## src/rtl/wide_add_pkg.sv

```systemverilog
// Shared types and default sizing for the sequential wide adder.
// Macro WIDE_ADD_SUB_EN (consumed by wide_add_seq) compiles subtraction support in.
package wide_add_pkg;

  localparam int unsigned DATA_SIZE_DEF = 16;
  localparam int unsigned NUM_WORDS_DEF = 4;

  typedef enum logic [1:0] {
    IDLE = 2'd0,
    RUN  = 2'd1,
    DONE = 2'd2
  } state_t;

  // Slice index needs at least one bit even when there is a single slice.
  function automatic int unsigned idx_width(input int unsigned n);
    return (n > 1) ? $clog2(n) : 1;
  endfunction

endpackage

```

## src/rtl/wide_add_seq_prefix_adder_cin.sv

```systemverilog
// Combinational Kogge-Stone prefix adder with carry-in, one slice of wide_add_seq.
// Carry-in is folded into the bit-0 generate term so the prefix tree needs no extra level.
module prefix_adder_cin #(
  parameter int unsigned DATA_SIZE = 16
) (
  input  logic [DATA_SIZE-1:0] a,
  input  logic [DATA_SIZE-1:0] b,
  input  logic                 cin,
  output logic [DATA_SIZE-1:0] s,
  output logic                 cout
);

  localparam int unsigned LEVELS = (DATA_SIZE > 1) ? $clog2(DATA_SIZE) : 1;

  logic [DATA_SIZE-1:0] gk [LEVELS+1];
  logic [DATA_SIZE-1:0] pk [LEVELS+1];

  always_comb begin
    pk[0]    = a ^ b;
    gk[0]    = a & b;
    gk[0][0] = (a[0] & b[0]) | ((a[0] ^ b[0]) & cin);
    for (int unsigned l = 0; l < LEVELS; l++) begin
      gk[l+1] = gk[l];
      pk[l+1] = pk[l];
      for (int unsigned i = (32'd1 << l); i < DATA_SIZE; i++) begin
        gk[l+1][i] = gk[l][i] | (pk[l][i] & gk[l][i - (32'd1 << l)]);
        pk[l+1][i] = pk[l][i] & pk[l][i - (32'd1 << l)];
      end
    end
  end

  // gk[LEVELS][i] is the carry into bit i+1, including cin.
  always_comb begin
    s    = '0;
    s[0] = pk[0][0] ^ cin;
    for (int unsigned i = 1; i < DATA_SIZE; i++) begin
      s[i] = pk[0][i] ^ gk[LEVELS][i-1];
    end
    cout = gk[LEVELS][DATA_SIZE-1];
  end

endmodule

```

## src/rtl/wide_add_seq.sv

```systemverilog
// Sequential wide adder: one DATA_SIZE slice per cycle through a single prefix adder.
// Define WIDE_ADD_SUB_EN to enable a - b when sub is captured high.
module wide_add_seq
  import wide_add_pkg::*;
#(
  parameter int unsigned DATA_SIZE = DATA_SIZE_DEF,
  parameter int unsigned NUM_WORDS = NUM_WORDS_DEF
) (
  input  logic                           clk,
  input  logic                           rst_n,
  input  logic                           in_valid,
  output logic                           in_ready,
  input  logic [DATA_SIZE*NUM_WORDS-1:0] a,
  input  logic [DATA_SIZE*NUM_WORDS-1:0] b,
  input  logic                           sub,
  output logic                           out_valid,
  input  logic                           out_ready,
  output logic [DATA_SIZE*NUM_WORDS-1:0] s,
  output logic                           cout
);

  localparam int unsigned    W        = DATA_SIZE * NUM_WORDS;
  localparam int unsigned    IW       = idx_width(NUM_WORDS);
  localparam logic [IW-1:0]  LAST_IDX = IW'(NUM_WORDS - 1);

  state_t               state, state_nxt;
  logic [W-1:0]         a_r, b_r, s_r;
  logic [IW-1:0]        idx;
  logic                 carry, cout_r;
  logic                 accept, last_slice;
  logic                 init_carry;
  logic [DATA_SIZE-1:0] slice_a, slice_b, slice_s;
  logic                 slice_cout;

  assign accept     = in_valid && in_ready;
  assign last_slice = (idx == LAST_IDX);
  assign slice_a    = a_r[idx*DATA_SIZE +: DATA_SIZE];

`ifdef WIDE_ADD_SUB_EN
  logic sub_r;

  always_ff @(posedge clk or negedge rst_n) begin
    if (!rst_n) begin
      sub_r <= 1'b0;
    end else if (accept) begin
      sub_r <= sub;
    end
  end

  // Two's-complement subtract: invert b slices, seed the first carry with 1.
  assign slice_b    = b_r[idx*DATA_SIZE +: DATA_SIZE] ^ {DATA_SIZE{sub_r}};
  assign init_carry = sub;
`else
  logic sub_unused;

  assign sub_unused = sub;
  assign slice_b    = b_r[idx*DATA_SIZE +: DATA_SIZE];
  assign init_carry = 1'b0;
`endif

  prefix_adder_cin #(
    .DATA_SIZE(DATA_SIZE)
  ) u_slice_add (
    .a   (slice_a),
    .b   (slice_b),
    .cin (carry),
    .s   (slice_s),
    .cout(slice_cout)
  );

  always_ff @(posedge clk or negedge rst_n) begin
    if (!rst_n) begin
      state <= IDLE;
    end else begin
      state <= state_nxt;
    end
  end

  always_comb begin
    state_nxt = state;
    in_ready  = 1'b0;
    out_valid = 1'b0;
    case (state)
      IDLE: begin
        in_ready = 1'b1;
        if (in_valid) begin
          state_nxt = RUN;
        end
      end
      RUN: begin
        if (last_slice) begin
          state_nxt = DONE;
        end
      end
      DONE: begin
        out_valid = 1'b1;
        if (out_ready) begin
          state_nxt = IDLE;
        end
      end
      default: begin
        state_nxt = IDLE;
      end
    endcase
  end

  always_ff @(posedge clk or negedge rst_n) begin
    if (!rst_n) begin
      a_r    <= '0;
      b_r    <= '0;
      s_r    <= '0;
      idx    <= '0;
      carry  <= 1'b0;
      cout_r <= 1'b0;
    end else if (accept) begin
      a_r   <= a;
      b_r   <= b;
      idx   <= '0;
      carry <= init_carry;
    end else if (state == RUN) begin
      s_r[idx*DATA_SIZE +: DATA_SIZE] <= slice_s;
      carry <= slice_cout;
      if (last_slice) begin
        idx    <= '0;
        cout_r <= slice_cout;
      end else begin
        idx <= idx + 1'b1;
      end
    end
  end

  assign s    = s_r;
  assign cout = cout_r;

endmodule
```

## config.mk

```make
export PLATFORM = sky130hd
export DESIGN_NAME = wide_add_seq
export DESIGN_NICKNAME = d
export VERILOG_FILES = /design/src/rtl/wide_add_pkg.sv /design/src/rtl/wide_add_seq_prefix_adder_cin.sv /design/src/rtl/wide_add_seq.sv
export SDC_FILE = /design/constraint.sdc
export NUM_CORES = 1
export LEC_CHECK = 0
export CAP_MARGIN = 20
export CORE_MARGIN = 1.5
export CORE_UTILIZATION = 45
export DETAILED_ROUTE_END_ITERATION = 12
export PLACE_DENSITY = 0.74
export SYNTH_ARGS = -nofsm -noshare
export SYNTH_HDL_FRONTEND = slang
export SYNTH_SLANG_ARGS = --single-unit
```

## constraint.sdc

```tcl
create_clock -name clk -period 5.1 [get_ports clk]
set_input_delay 1.02 -clock clk [delete_from_list [all_inputs] [get_ports clk]]
set_output_delay 1.02 -clock clk [all_outputs]
set_load 0.02 [all_outputs]
```

# Word-level counts from Yosys, hierarchy flattened
# Cells that the tools add are included.
[word_totals]
out_inout_bits = 67
word_cells = 192
reg_bits = 198
in_bits = 133
[classes]
n_eq_ne = 6
n_mux = 12
reduce_logical = 6
add_sub_neg = 2
shift = 4
bitwise_logic = 155
[op_table]
columns = ["cell", "n"]
rows = [
  ["64-bit by 7-bit variable part select with 16-bit output", 2],
  ["1-bit bitwise AND", 85],
  ["64-bit bitwise mux", 1],
  ["16-bit by 34-bit variable shift with 64-bit output, first input constant", 1],
  ["16-bit by 34-bit variable part select with 64-bit output", 1],
  ["1-bit OR", 50],
  ["6-bit negator with 34-bit output", 1],
  ["1-bit XOR", 17],
  ["16-bit bitwise AND", 1],
  ["16-bit XOR", 1],
  ["2-bit two-way mux", 6],
  ["2-bit inequality test, second input constant", 3],
  ["2-bit case mux with 3 select lines", 1],
  ["3-bit AND reduction", 2],
  ["2-bit == test, second input constant", 2],
  ["1-bit two-way mux", 4],
  ["2-bit by 1-bit adder with 2-bit output, second input constant", 1],
  ["2-bit by 1-bit == test with 1-bit output, second input constant", 1],
  ["2-bit zero test", 1],
  ["2-bit AND reduction", 1],
  ["2-bit nonzero test", 1],
  ["1-bit logical AND", 1],
  ["1-bit inverter", 1],
]

# Longest topological paths before layout
# Gate-level depths: netlist of run 1.
[logic_depth]
ltp_word = 14
mapped_depth = 11
ltp_nobuf = 9

# Hierarchy
# Synthesis of run 1 repeated with hierarchy kept, for this count alone.
[hier_totals]
cells_unflattened = 719
hier_area_um2 = 9639.2
[modules_own_cells]
columns = ["mod", "seq_area_each_um2", "area_per_inst_um2", "cells_each", "n_inst"]
rows = [
  ["wide_add_seq", 4954.8, 8767.2, 605, 1],
  ["prefix_adder_cin", 0.0, 872.1, 114, 1],
]

# Worst setup path after synthesis of run 1
# Ideal clock, no wire load.
[synth_timing]
path_type = "reg2reg"
from = "reg idx[0]"
to = "reg s_r[14], in the netlist s[14]"
required_ns = 4.970
setup_ns = 0.130
arrival_ns = 3.557
path_slack_ns = 1.413
period_less_slack_ns = 3.687
path_stages_with_launch = 12
path_buffers = 2
cell_sequence = "dfrtp_1 -> buf_2 -> buf_2 -> mux4_2 -> fa_1 -> fa_1 -> a21o_1 -> a221oi_2 -> o21ai_2 -> a31oi_4 -> mux2i_1 -> o21ai_1"
[synth_via]
elab_chain_len = 13
word_cells_on_any_way = 149
classes_between = "add/sub: 1; shift: 4; mux: 1; bitwise: 143"
[synth_rtl]
columns = ["item", "line", "rtl"]
rows = [
  ["start, declared", "wide_add_seq.sv:28", "logic [IW-1:0] idx;"],
  ["start signal, assigned", "wide_add_seq.sv:127", "idx <= idx + 1'b1;"],
  ["64-bit by 7-bit variable part select with 16-bit output, on equally long branches", "wide_add_seq.sv:37, wide_add_seq.sv:57", ""],
  ["1-bit XOR", "wide_add_seq_prefix_adder_cin.sv:21", "gk[0][0] = (a[0] & b[0]) | ((a[0] ^ b[0]) & cin);"],
  ["1-bit bitwise AND", "wide_add_seq_prefix_adder_cin.sv:21", ""],
  ["1-bit OR", "wide_add_seq_prefix_adder_cin.sv:21", ""],
  ["1-bit bitwise AND", "wide_add_seq_prefix_adder_cin.sv:26", "gk[l+1][i] = gk[l][i] | (pk[l][i] & gk[l][i - (32'd1 << l)]);"],
  ["1-bit OR", "wide_add_seq_prefix_adder_cin.sv:26", ""],
  ["1-bit bitwise AND", "wide_add_seq_prefix_adder_cin.sv:26", ""],
  ["1-bit OR", "wide_add_seq_prefix_adder_cin.sv:26", ""],
  ["1-bit bitwise AND", "wide_add_seq_prefix_adder_cin.sv:26", ""],
  ["1-bit OR", "wide_add_seq_prefix_adder_cin.sv:26", ""],
  ["1-bit XOR", "wide_add_seq_prefix_adder_cin.sv:37", "s[i] = pk[0][i] ^ gk[LEVELS][i-1];"],
  ["16-bit by 34-bit variable part select with 64-bit output", "wide_add_seq.sv:121", "s_r[idx*DATA_SIZE +: DATA_SIZE] <= slice_s;"],
  ["64-bit bitwise mux *", "wide_add_seq.sv:121", ""],
  ["end signal, assigned by index", "wide_add_seq.sv:121", ""],
  ["end, declared", "wide_add_seq.sv:27", "logic [W-1:0] a_r, b_r, s_r;"],
]
# Mark *: on every way between the ends. The rest lies on a longest branch, timed or not.
# A chain may end at the register's enable or synchronous reset.

# Final worst setup path of run 1
# Same ends and word-level chain as after synthesis.

==> metrics.cfg, run 1 <==
[setup_path]
critPathMaxFanout = 23
reg2reg_from = idx[0]
cpPeakStageDelay_ps = 840
setup.worst_path.start_class = register
rr_endpoint = s[14]
critPathKind = register to register
r2r_slack_ps = 1000
cp.arrival_ps = 4400
required_ps = 5400
endpoint = s[14]
startpoint = idx[0]
cp_cell_sequence = buf_4 > mux4_2 > fa_1 > a21o_1 > a221oi_2 > o21ai_2 > a31oi_4 > mux2i_1 > o21ai_1
r2r_cells = 9
cp-end-kind = register
cp_slowest_cell = dfrtp_2

[logic_synthesis]
synth_area_leaders = dfrtp_1, mux2_2, mux4_2
ys_async_sr_fraction_pct = 100.0
syn_avg_cell_area_um2 = 14.47
syn_area_um2 = 8870
synth_seq_area_share_pct = 55.86
ys.flop_type = dfrtp_1
synth_edf_count = 0
ys_warn_count = 0
synth_cells = 613
synth_top_area_share_pct = 55.86
syn_nets = 769
synth_cell_types = 43
synth_area_leader_cell = dfrtp_1
ys_seq_elements = 198

[die]
dieArea_um2 = 20560
rows = 51
dieHeight_um = 143.4
start_util_pct = 45.72
num_io_pins = 200
die_w_um = 143.4
core_region_area_um2 = 19400

[grt]
grt_pass1_wl_um = 32810
antenna_found_initial = 0
grtUsageTotal_pct = 21.03
grt_pass1_vias = 6044
overflow = 0
grt_max_degree = 97

[sta]
period_needed_ps = 4101
hold_viol = 0
worstMarginPinSlew_ps = 1003
setup_violations = 0
holdWs_ps = 489.5
rsz0062_at_grt = false
slew_violations = 0
fin_crit_sh_pct = 80.41
fmax_mhz = 243.9
setup_slack_ps = 999.2
slew_headroom_pct = 32.89
fin_setup_tns_ps = 0
clock_skew_ps = 8.554

[clock_tree]
cts_resized = 0
cts_tree = done
clk_pin_slew_ps = 70
cts_setup_buffers = 0
cts_buffers = 17
clock_sinks = 198
cts_root_buf = clkbuf_16
h-tree-depth = 4
postCtsHoldBufs = 0
clk_path_buf_depth = 2
clk_latency_ps = 430

[layout]
insertedDiodeCount = 0
fin_util_pct = 60.22
final_cell_mix = clkdlybuf4s50_1, dfrtp_1, mux2_2
num-fill-cells = 1539
final_common_cell = clkdlybuf4s50_1
areaGrowthSynthToFinish_pct = 31.70
fin_nets = 959
drive_gt1_share_pct = 25.61

[routing]
vias = 5855
wirelength_um = 20670
drcViolationCount = 0
drtAntennaViolNets = 0
vias_per_cell = 5.416
drtIter0Drc = 250
drt-wirelength-per-cell_um = 19.12
drtPass1Iterations = 4

[power_and_ir_drop]
powerDensity_nw_per_um2 = 791.0
p_total_mw = 9.239
p_leak_nw = 4.874
vdd_drop_max_v = 0.0005192

[placement]
place_congestion = 0.7854
numPortBuffers = 198
hpwl_um = 15230
dp_slack_ps = 932.1

[worst_hold_path]
hp-class = register to register

[job]
cap_violations = 0

[outcome]
status = completed

[routing by layer]
layer	GRT usage [%]	routed length (um)	part of all wire (%)	vias up
met1	27.61	9066	44	2973
li1	-	-	-	2670
met2	34.41	9950	48	191
met4	4.350	191	0.92	0
met5	0	0	0	-
met3	6.698	1460	7.1	21
[synth_stat cells (2+ instances only)]
cell      count
o211ai_1      2
nor2_1       12
fa_1          2
nor2b_1       2
o21ai_0      20
nand2_1      35
a22o_1       46
inv_1         5
xnor2_1       7
o21ai_1       5
xor2_1        4
a21o_1        8
and3_1        2
a31oi_1       4
or3_1         2
nand3_1       3
o31ai_1       2
nand4_1       4
clkbuf_1     13
nor3_1        4
a22oi_1       4
o21bai_1      3
mux2_2      128
mux4_2       32
and2_1        2
buf_2        19
ha_1         21
a21oi_1      10
dfrtp_1     198
[where the power goes]
part | total, mW | switching, mW | leakage (nW) | internal [mW]
Sequential | 2.74 | 0.455 | 2.46 | 2.29
Clock | 1.33 | 0.630 | 0.274 | 0.701
Combinational | 5.17 | 2.83 | 2.14 | 2.33
[area by class of cell]
class / count / area, um2 / share of cell area, %
flip-flops and latches: 198 / 4957 / 42.44
well taps: 265 / 331.6 / 2.838
repair buffers: 204 / 2043 / 17.49
clock inverters: 14 / 140.1 / 1.200
multi-input cells: 377 / 3751 / 32.11
inverters: 5 / 18.77 / 0.1607
clock buffers: 18 / 439.2 / 3.760
[worst max-delay path, delay by kind of cell (launching register included)]
family / cells / cell delay [ps]
muxes: 2 / 1050
AOI/OAI and AO/OA: 5 / 1140
adders and majority gates: 1 / 450
buffers and inverters: 1 / 480
DFF: 1 / 840
[kinds of logic after synthesis]
group | Yosys count | synth area share [%]
buffers and inverters | 38 | 1.876
DFF | 198 | 55.86
and+or+nand+nor | 69 | 3.541
adders and majority gates | 23 | 3.414
AOI/OAI and AO/OA | 113 | 9.733
muxes | 161 | 24.49
xor gates and xnor gates | 11 | 1.086
[flip-flops by register name, summed over array words and instances (netlist names)]
signal and count:
a_r 64, b_r 64, carry 1, cout 1, idx 2, s 64, state 2
[worst min path at each step]
| stage | startpoint | endpoint | cells past startpoint |
|---|---|---|---|
| floorplan | a_r[32] | a_r[32] | 1 |
| global placement | s[34] | s[34] | 2 |
| detailed placement | s[9] | s[9] | 2 |
| CTS | s[9] | s[9] | 2 |
| global route | a_r[32] | a_r[32] | 1 |
| finish | s[9] | s[9] | 2 |
[stage by stage]
| step | std cells | area [um2] |
|---|---|---|
| finish | 1081 | 11680 |
| global route | 1081 | 11680 |
| CTS | 1081 | 11680 |
| detailed placement | 1049 | 11100 |
| global placement | 1049 | 11100 |
| floorplan | 613 | 8870 |
No activity file was read; power rests on OpenSTA's default activity.
==> run 2, diff against run 1 <==
--- a/config.mk
+++ b/config.mk
@@ -9,7 +9,7 @@
 export CORE_MARGIN = 1.5
 export CORE_UTILIZATION = 45
 export DETAILED_ROUTE_END_ITERATION = 12
-export PLACE_DENSITY = 0.74
+export PLACE_DENSITY = 0.77
 export SYNTH_ARGS = -nofsm -noshare
 export SYNTH_HDL_FRONTEND = slang
 export SYNTH_SLANG_ARGS = --single-unit
==> constraint.sdc (replaced) <==
create_clock -name clk -period 3.75 [get_ports clk]
set_input_delay 0.75 -clock clk [delete_from_list [all_inputs] [get_ports clk]]
set_output_delay 0.75 -clock clk [all_outputs]
set_load 0.02 [all_outputs]
==> run 2 against run 1 <==
Power rose by 39%. Sequential power rose by 34%. Flip-flop and latch count did not move. Cell count rose by 0.56%. First-iteration DRC count did not move. Cell area rose by 1.2%. Maximum frequency rose by 15%. Clock power rose by 47%. Worst setup slack got worse by 800 ps. Critical endpoint is now s[30].
==> metrics.cfg, run 2 (synthesized netlist as in run 1, its figures left out) <==
[sta]
holdWs_ps = 342.9  ; -146.5 ps
fin_crit_sh_pct = 94.72  ; +14 points
hold_viol = 0  ; unchanged
rsz0062_at_grt = false
slew_violations = 0  ; unchanged
period_needed_ps = 3552  ; -548.7 ps
clock_skew_ps = 8.154  ; -0.4002 ps
slew_headroom_pct = 39.23  ; +6.3 points
worstMarginPinSlew_ps = 908.1  ; -94.75 ps
fmax_mhz = 281.5  ; +15%
fin_setup_tns_ps = 0  ; unchanged
setup_violations = 0  ; unchanged

[routing]
drcViolationCount = 0  ; unchanged
drt-wirelength-per-cell_um = 19.52  ; +2.1%
drtAntennaViolNets = 0  ; unchanged
wirelength_um = 21220  ; +2.7%
drtIter0Drc = 250  ; unchanged
vias = 5961  ; +1.8%
vias_per_cell = 5.484  ; +1.2%
drtPass1Iterations = 4  ; unchanged

[layout]
final_cell_mix = clkdlybuf4s50_1, dfrtp_1, mux2_2
fin_nets = 966  ; +0.73%
num-fill-cells = 1483  ; -3.6%
areaGrowthSynthToFinish_pct = 33.22
final_common_cell = clkdlybuf4s50_1
drive_gt1_share_pct = 26.16  ; +0.54 points
multi_input_area_um2 = 3751  ; unchanged
fin_util_pct = 60.91  ; +0.70 points
regArea_um2 = 4957  ; unchanged
insertedDiodeCount = 0  ; unchanged

[clock_tree]
cts_resized = 0  ; unchanged
h-tree-depth = 4  ; unchanged
cts_setup_buffers = 0  ; unchanged
clk_latency_ps = 440  ; about the same
cts_tree = done
postCtsHoldBufs = 0  ; unchanged
clk_pin_slew_ps = 70  ; about the same
clock_sinks = 198  ; unchanged
cts_buffers = 17  ; unchanged
clk_path_buf_depth = 2  ; unchanged
cts_root_buf = clkbuf_16

[placement]
place_congestion = 0.8316  ; +5.9%
numPortBuffers = 198  ; unchanged
hpwl_um = 15720  ; +3.2%

[grt]
grt_pass1_wl_um = 34160  ; +4.1%
overflow = 0  ; unchanged
grt_max_degree = 86  ; -11%
grtUsageTotal_pct = 21.82  ; +0.79 points
antenna_found_initial = 0  ; unchanged
grt_pass1_vias = 6320  ; +4.6%

[setup_path]
reg2reg_from = idx[0]
rr_endpoint = s[30]
critPathMaxFanout = 4  ; -83%
r2r_slack_ps = 200  ; -800 ps
setup.worst_path.start_class = register
cp.arrival_ps = 3860  ; -540 ps
cpPeakStageDelay_ps = 530  ; -310 ps
required_ps = 4060  ; -1340 ps
crit_top_cell = fa_1
critPathTopFamily = compound AO/OA/AOI/OAI gates
cp_cell_sequence = mux4_2 > fa_1 > fa_1 > a21o_1 > a221oi_2 > o21ai_2 > a31oi_4 > mux2i_1 > o21ai_1
r2r_cells = 9  ; unchanged
critPathBufInv = 0  ; -1
cp-end-kind = register
critPathKind = register to register
cp_slowest_cell = mux4_2
critical_path_depth = 9  ; unchanged

[die]
die_w_um = 143.4  ; unchanged
dieArea_um2 = 20560  ; unchanged
num_io_pins = 200  ; unchanged
dieHeight_um = 143.4  ; unchanged
start_util_pct = 45.72  ; unchanged
rows = 51  ; unchanged
core_region_area_um2 = 19400  ; unchanged

[outcome]
status = completed

[power_and_ir_drop]
p_leak_nw = 4.940  ; +1.4%
vdd_drop_max_v = 0.0006127  ; +18%
powerDensity_nw_per_um2 = 1085  ; +37%

[worst_hold_path]
hp-class = primary input to async pin

[job]
cap_violations = 0  ; unchanged

## run 2: worst max path at each step
stage                 from    end  slack (ps)
global placement    idx[0]  s[46]         280
CTS                 idx[0]  s[30]         200
finish              idx[0]  s[30]         200
detailed placement  idx[0]  s[30]         180
floorplan           idx[0]  s[14]          60
global route        idx[0]  s[30]          20
## run 2: per-stage QoR
step	instances	setup WS [ps]	power, mW	cell area, um2
after CTS	1087	197.4	12.91	11820
after global placement	1056	281.7	10.60	11190
final	1087	197.8	12.82	11820
after global routing	1087	23.53	13.71	11820
after detailed placement	1056	180.8	10.94	11190
after floorplan	613	62.59	8.568	8870
## run 2: per-layer routing
metal / wire length, um / vias to the layer above / share of wire [%] / track usage, %
li1: - / 2685 / - / -
met1: 9103 / 3035 / 43 / 28.61
met2: 10290 / 213 / 48 / 35.83
met3: 1515 / 28 / 7.1 / 5.598
met4: 313 / 0 / 1.5 / 6.552
met5: 0 / - / 0 / 0
## run 2: layout make-up
class | count | share of cell area, %
clock buffers | 17 | 3.600
clock inverters | 14 | 1.684
inverters | 5 | 0.1588
multi-input cells | 377 | 31.75
flip-flops and latches | 198 | 41.95
well taps | 265 | 2.806
repair buffers | 211 | 18.05
## run 2: power breakdown
group | switching, mW | leakage (nW) | internal (mW)
Combinational | 3.96 | 2.19 | 3.23
Clock | 0.836 | 0.292 | 1.12
Sequential | 0.554 | 2.46 | 3.11
## run 2: worst register-to-register path: cells and delay by family, from the launching register on
family                   cells  cell delay [ps]
adder cells (fa/ha/maj)      2              880
flip-flops                   1              440
multiplexers                 2              950
AO/OA/AOI/OAI                5             1160
==> run 3, diff against run 2 <==
--- a/config.mk
+++ b/config.mk
@@ -6,7 +6,7 @@
 export NUM_CORES = 1
 export LEC_CHECK = 0
 export CAP_MARGIN = 20
-export CORE_MARGIN = 1.5
+export CORE_MARGIN = 2
 export CORE_UTILIZATION = 45
 export DETAILED_ROUTE_END_ITERATION = 12
 export PLACE_DENSITY = 0.77
==> run 3 against run 2 <==
Non-clock buffer count up 1. Routed wire length increased by 1.1%. Core utilization is 0.21 points lower. Register-to-register slack improved by 50 ps. Sequential power is essentially flat. Clock power shrank 7%. Count of clock-buffer cells in the layout stayed put. Global-route usage is 0.28 points lower. Power shrank 0.97%. First-iteration DRC count grew 31%. Die area is 1.4% higher. Cell area is 0.34% lower. Largest power group unchanged. Highest routed layer unchanged.
==> metrics.cfg, run 3 (synthesized netlist as in run 1, its figures left out) <==
[outcome]
status = completed

[die]
num_io_pins = 200  ; unchanged
dieArea_um2 = 20850  ; +1.4%
core_region_area_um2 = 19400  ; unchanged
start_util_pct = 45.72  ; unchanged
die_w_um = 144.4  ; +0.70%
rows = 51  ; unchanged
dieHeight_um = 144.4  ; +0.70%

[power_and_ir_drop]
p_total_mw = 12.69  ; -0.97%
p_leak_nw = 4.934  ; -0.13%
vdd_drop_max_v = 0.0005722  ; -6.6%
powerDensity_nw_per_um2 = 1078  ; -0.63%

[placement]
placed_cell_area_um2 = 11170  ; -0.16%
hpwl_um = 16080  ; +2.3%
place_congestion = 0.8366  ; +0.60%
numPortBuffers = 198  ; unchanged
placed_cells = 1057  ; +0.095%
dp_slack_ps = 168.4  ; -12.48 ps

[sta]
setup_slack_ps = 245.0  ; +47.23 ps
period_needed_ps = 3505  ; -47.23 ps
rsz0062_at_grt = false
fin_setup_tns_ps = 0  ; unchanged
fmax_mhz = 285.3  ; +1.3%
clock_skew_ps = 15.63  ; +7.476 ps
slew_violations = 0  ; unchanged
setup_violations = 0  ; unchanged
worstMarginPinSlew_ps = 912.9  ; +4.720 ps
hold_viol = 0  ; unchanged
fin_crit_sh_pct = 93.47  ; -1.3 points
slew_headroom_pct = 39.14  ; -0.091 points

[grt]
antenna_found_initial = 0  ; unchanged
grt_pass1_vias = 6436  ; +1.8%
grt_max_degree = 117  ; +36%
grt_pass1_wl_um = 34170  ; about the same
overflow = 0  ; unchanged
grtUsageTotal_pct = 21.54  ; -0.28 points

[layout]
drive_gt1_share_pct = 26.46  ; +0.30 points
design_area_um2 = 11780  ; -0.34%
areaGrowthSynthToFinish_pct = 32.77
final_cell_mix = clkdlybuf4s50_1, dfrtp_1, mux2_2
final_common_cell = clkdlybuf4s50_1
fin_nets = 967  ; +0.10%
fin_cells = 1090  ; +0.28%

[clock_tree]
cts_setup_buffers = 0  ; unchanged
postCtsHoldBufs = 0  ; unchanged
clock_sinks = 198  ; unchanged
cts_root_buf = clkbuf_16
cts_resized = 0  ; unchanged
cts_buffers = 17  ; unchanged
h-tree-depth = 4  ; unchanged
clk_pin_slew_ps = 80  ; about the same
clk_latency_ps = 440  ; about the same
cts_tree = done
clk_path_buf_depth = 2  ; unchanged

[setup_path]
critPathBufInv = 1  ; +1
critPathMaxFanout = 21  ; +17
reg2reg_from = idx[0]
cp_cell_sequence = buf_4 > mux4_2 > fa_1 > a21o_1 > a221oi_2 > o21ai_2 > a31oi_4 > mux2i_2 > o21ai_1
cp-end-kind = register
setup.worst_path.start_class = register
critical_path_depth = 9  ; unchanged
r2r_slack_ps = 250  ; +50 ps
cp_slowest_cell = mux4_2
cp.arrival_ps = 3810  ; -50 ps
rr_endpoint = s[46]
required_ps = 4060  ; about the same
critPathTopFamily = compound AO/OA/AOI/OAI gates
r2r_cells = 9  ; unchanged
cpPeakStageDelay_ps = 600  ; +70 ps
critPathKind = register to register

[routing]
drtAntennaViolNets = 0  ; unchanged
vias = 6049  ; +1.5%
met3_length_um = 1579  ; +4.2%
wl_met2_um = 10720  ; +4.2%
drcViolationCount = 0  ; unchanged
wl_met1_um = 8818  ; -3.1%
drtIter0Drc = 327  ; +31%
drtPass1Iterations = 5  ; +1
vias_per_cell = 5.550  ; +1.2%
drt-wirelength-per-cell_um = 19.69  ; +0.87%
highest_layer = met4
wirelength_um = 21460  ; +1.1%

[job]
cap_violations = 0  ; unchanged

[worst_hold_path]
hp-class = primary input to async pin

## run 3: worst max path at each step
stage | startpoint | endpoint | slack [ps]
after detailed placement | idx[0] | s[30] | 170
after global placement | idx[0] | s[14] | 280
after floorplan | idx[0] | s[14] | 60
after global routing | idx[0] | s[30] | 80
after CTS | idx[0] | s[46] | 150
final | idx[0] | s[46] | 250
## run 3: final cells by class
| cell class | count | area [um2] |
|---|---|---|
| antenna | 1 | 2.502 |
| inverter | 5 | 18.77 |
| timing repair buffer | 212 | 2116 |
| clock inverter | 15 | 170.2 |
| multi-input combinational | 377 | 3755 |
| clock buffer | 17 | 425.4 |
| tap | 265 | 331.6 |
| sequential | 198 | 4957 |
| fill | 1501 | 7622 |
## run 3: worst register-to-register path: stages (launching register included)
cell and delay [ps]:
dfrtp_2 410, buf_4 360, mux4_2 610, fa_1 470, a21o_1 210, a221oi_2 410
o21ai_2 170, a31oi_4 260, mux2i_2 370, o21ai_1 120
## run 3: report_power, final
group,leakage [nW],internal [mW],total [mW],switching (mW)
clock,0.290,0.906,1.83,0.927
combinational,2.18,3.23,7.22,3.99
sequential,2.46,3.11,3.64,0.529
total,4.93,7.24,12.7,5.45
## run 3: routing by layer
metal	vias to the layer above	track usage [%]
met2	236	36.49
li1	2695	-
met5	-	0
met1	3088	27.29
met3	30	5.927
met4	0	6.183
## run 3: per-stage QoR
| stage | util (%) | hold WS, ps |
|---|---|---|
| after floorplan | - | 454.4 |
| final | 60.71 | 447.1 |
| after global placement | 57.60 | 467.6 |
| after detailed placement | 57.60 | 477.0 |
| after CTS | 60.67 | 468.1 |
| after global routing | 60.69 | 509.2 |
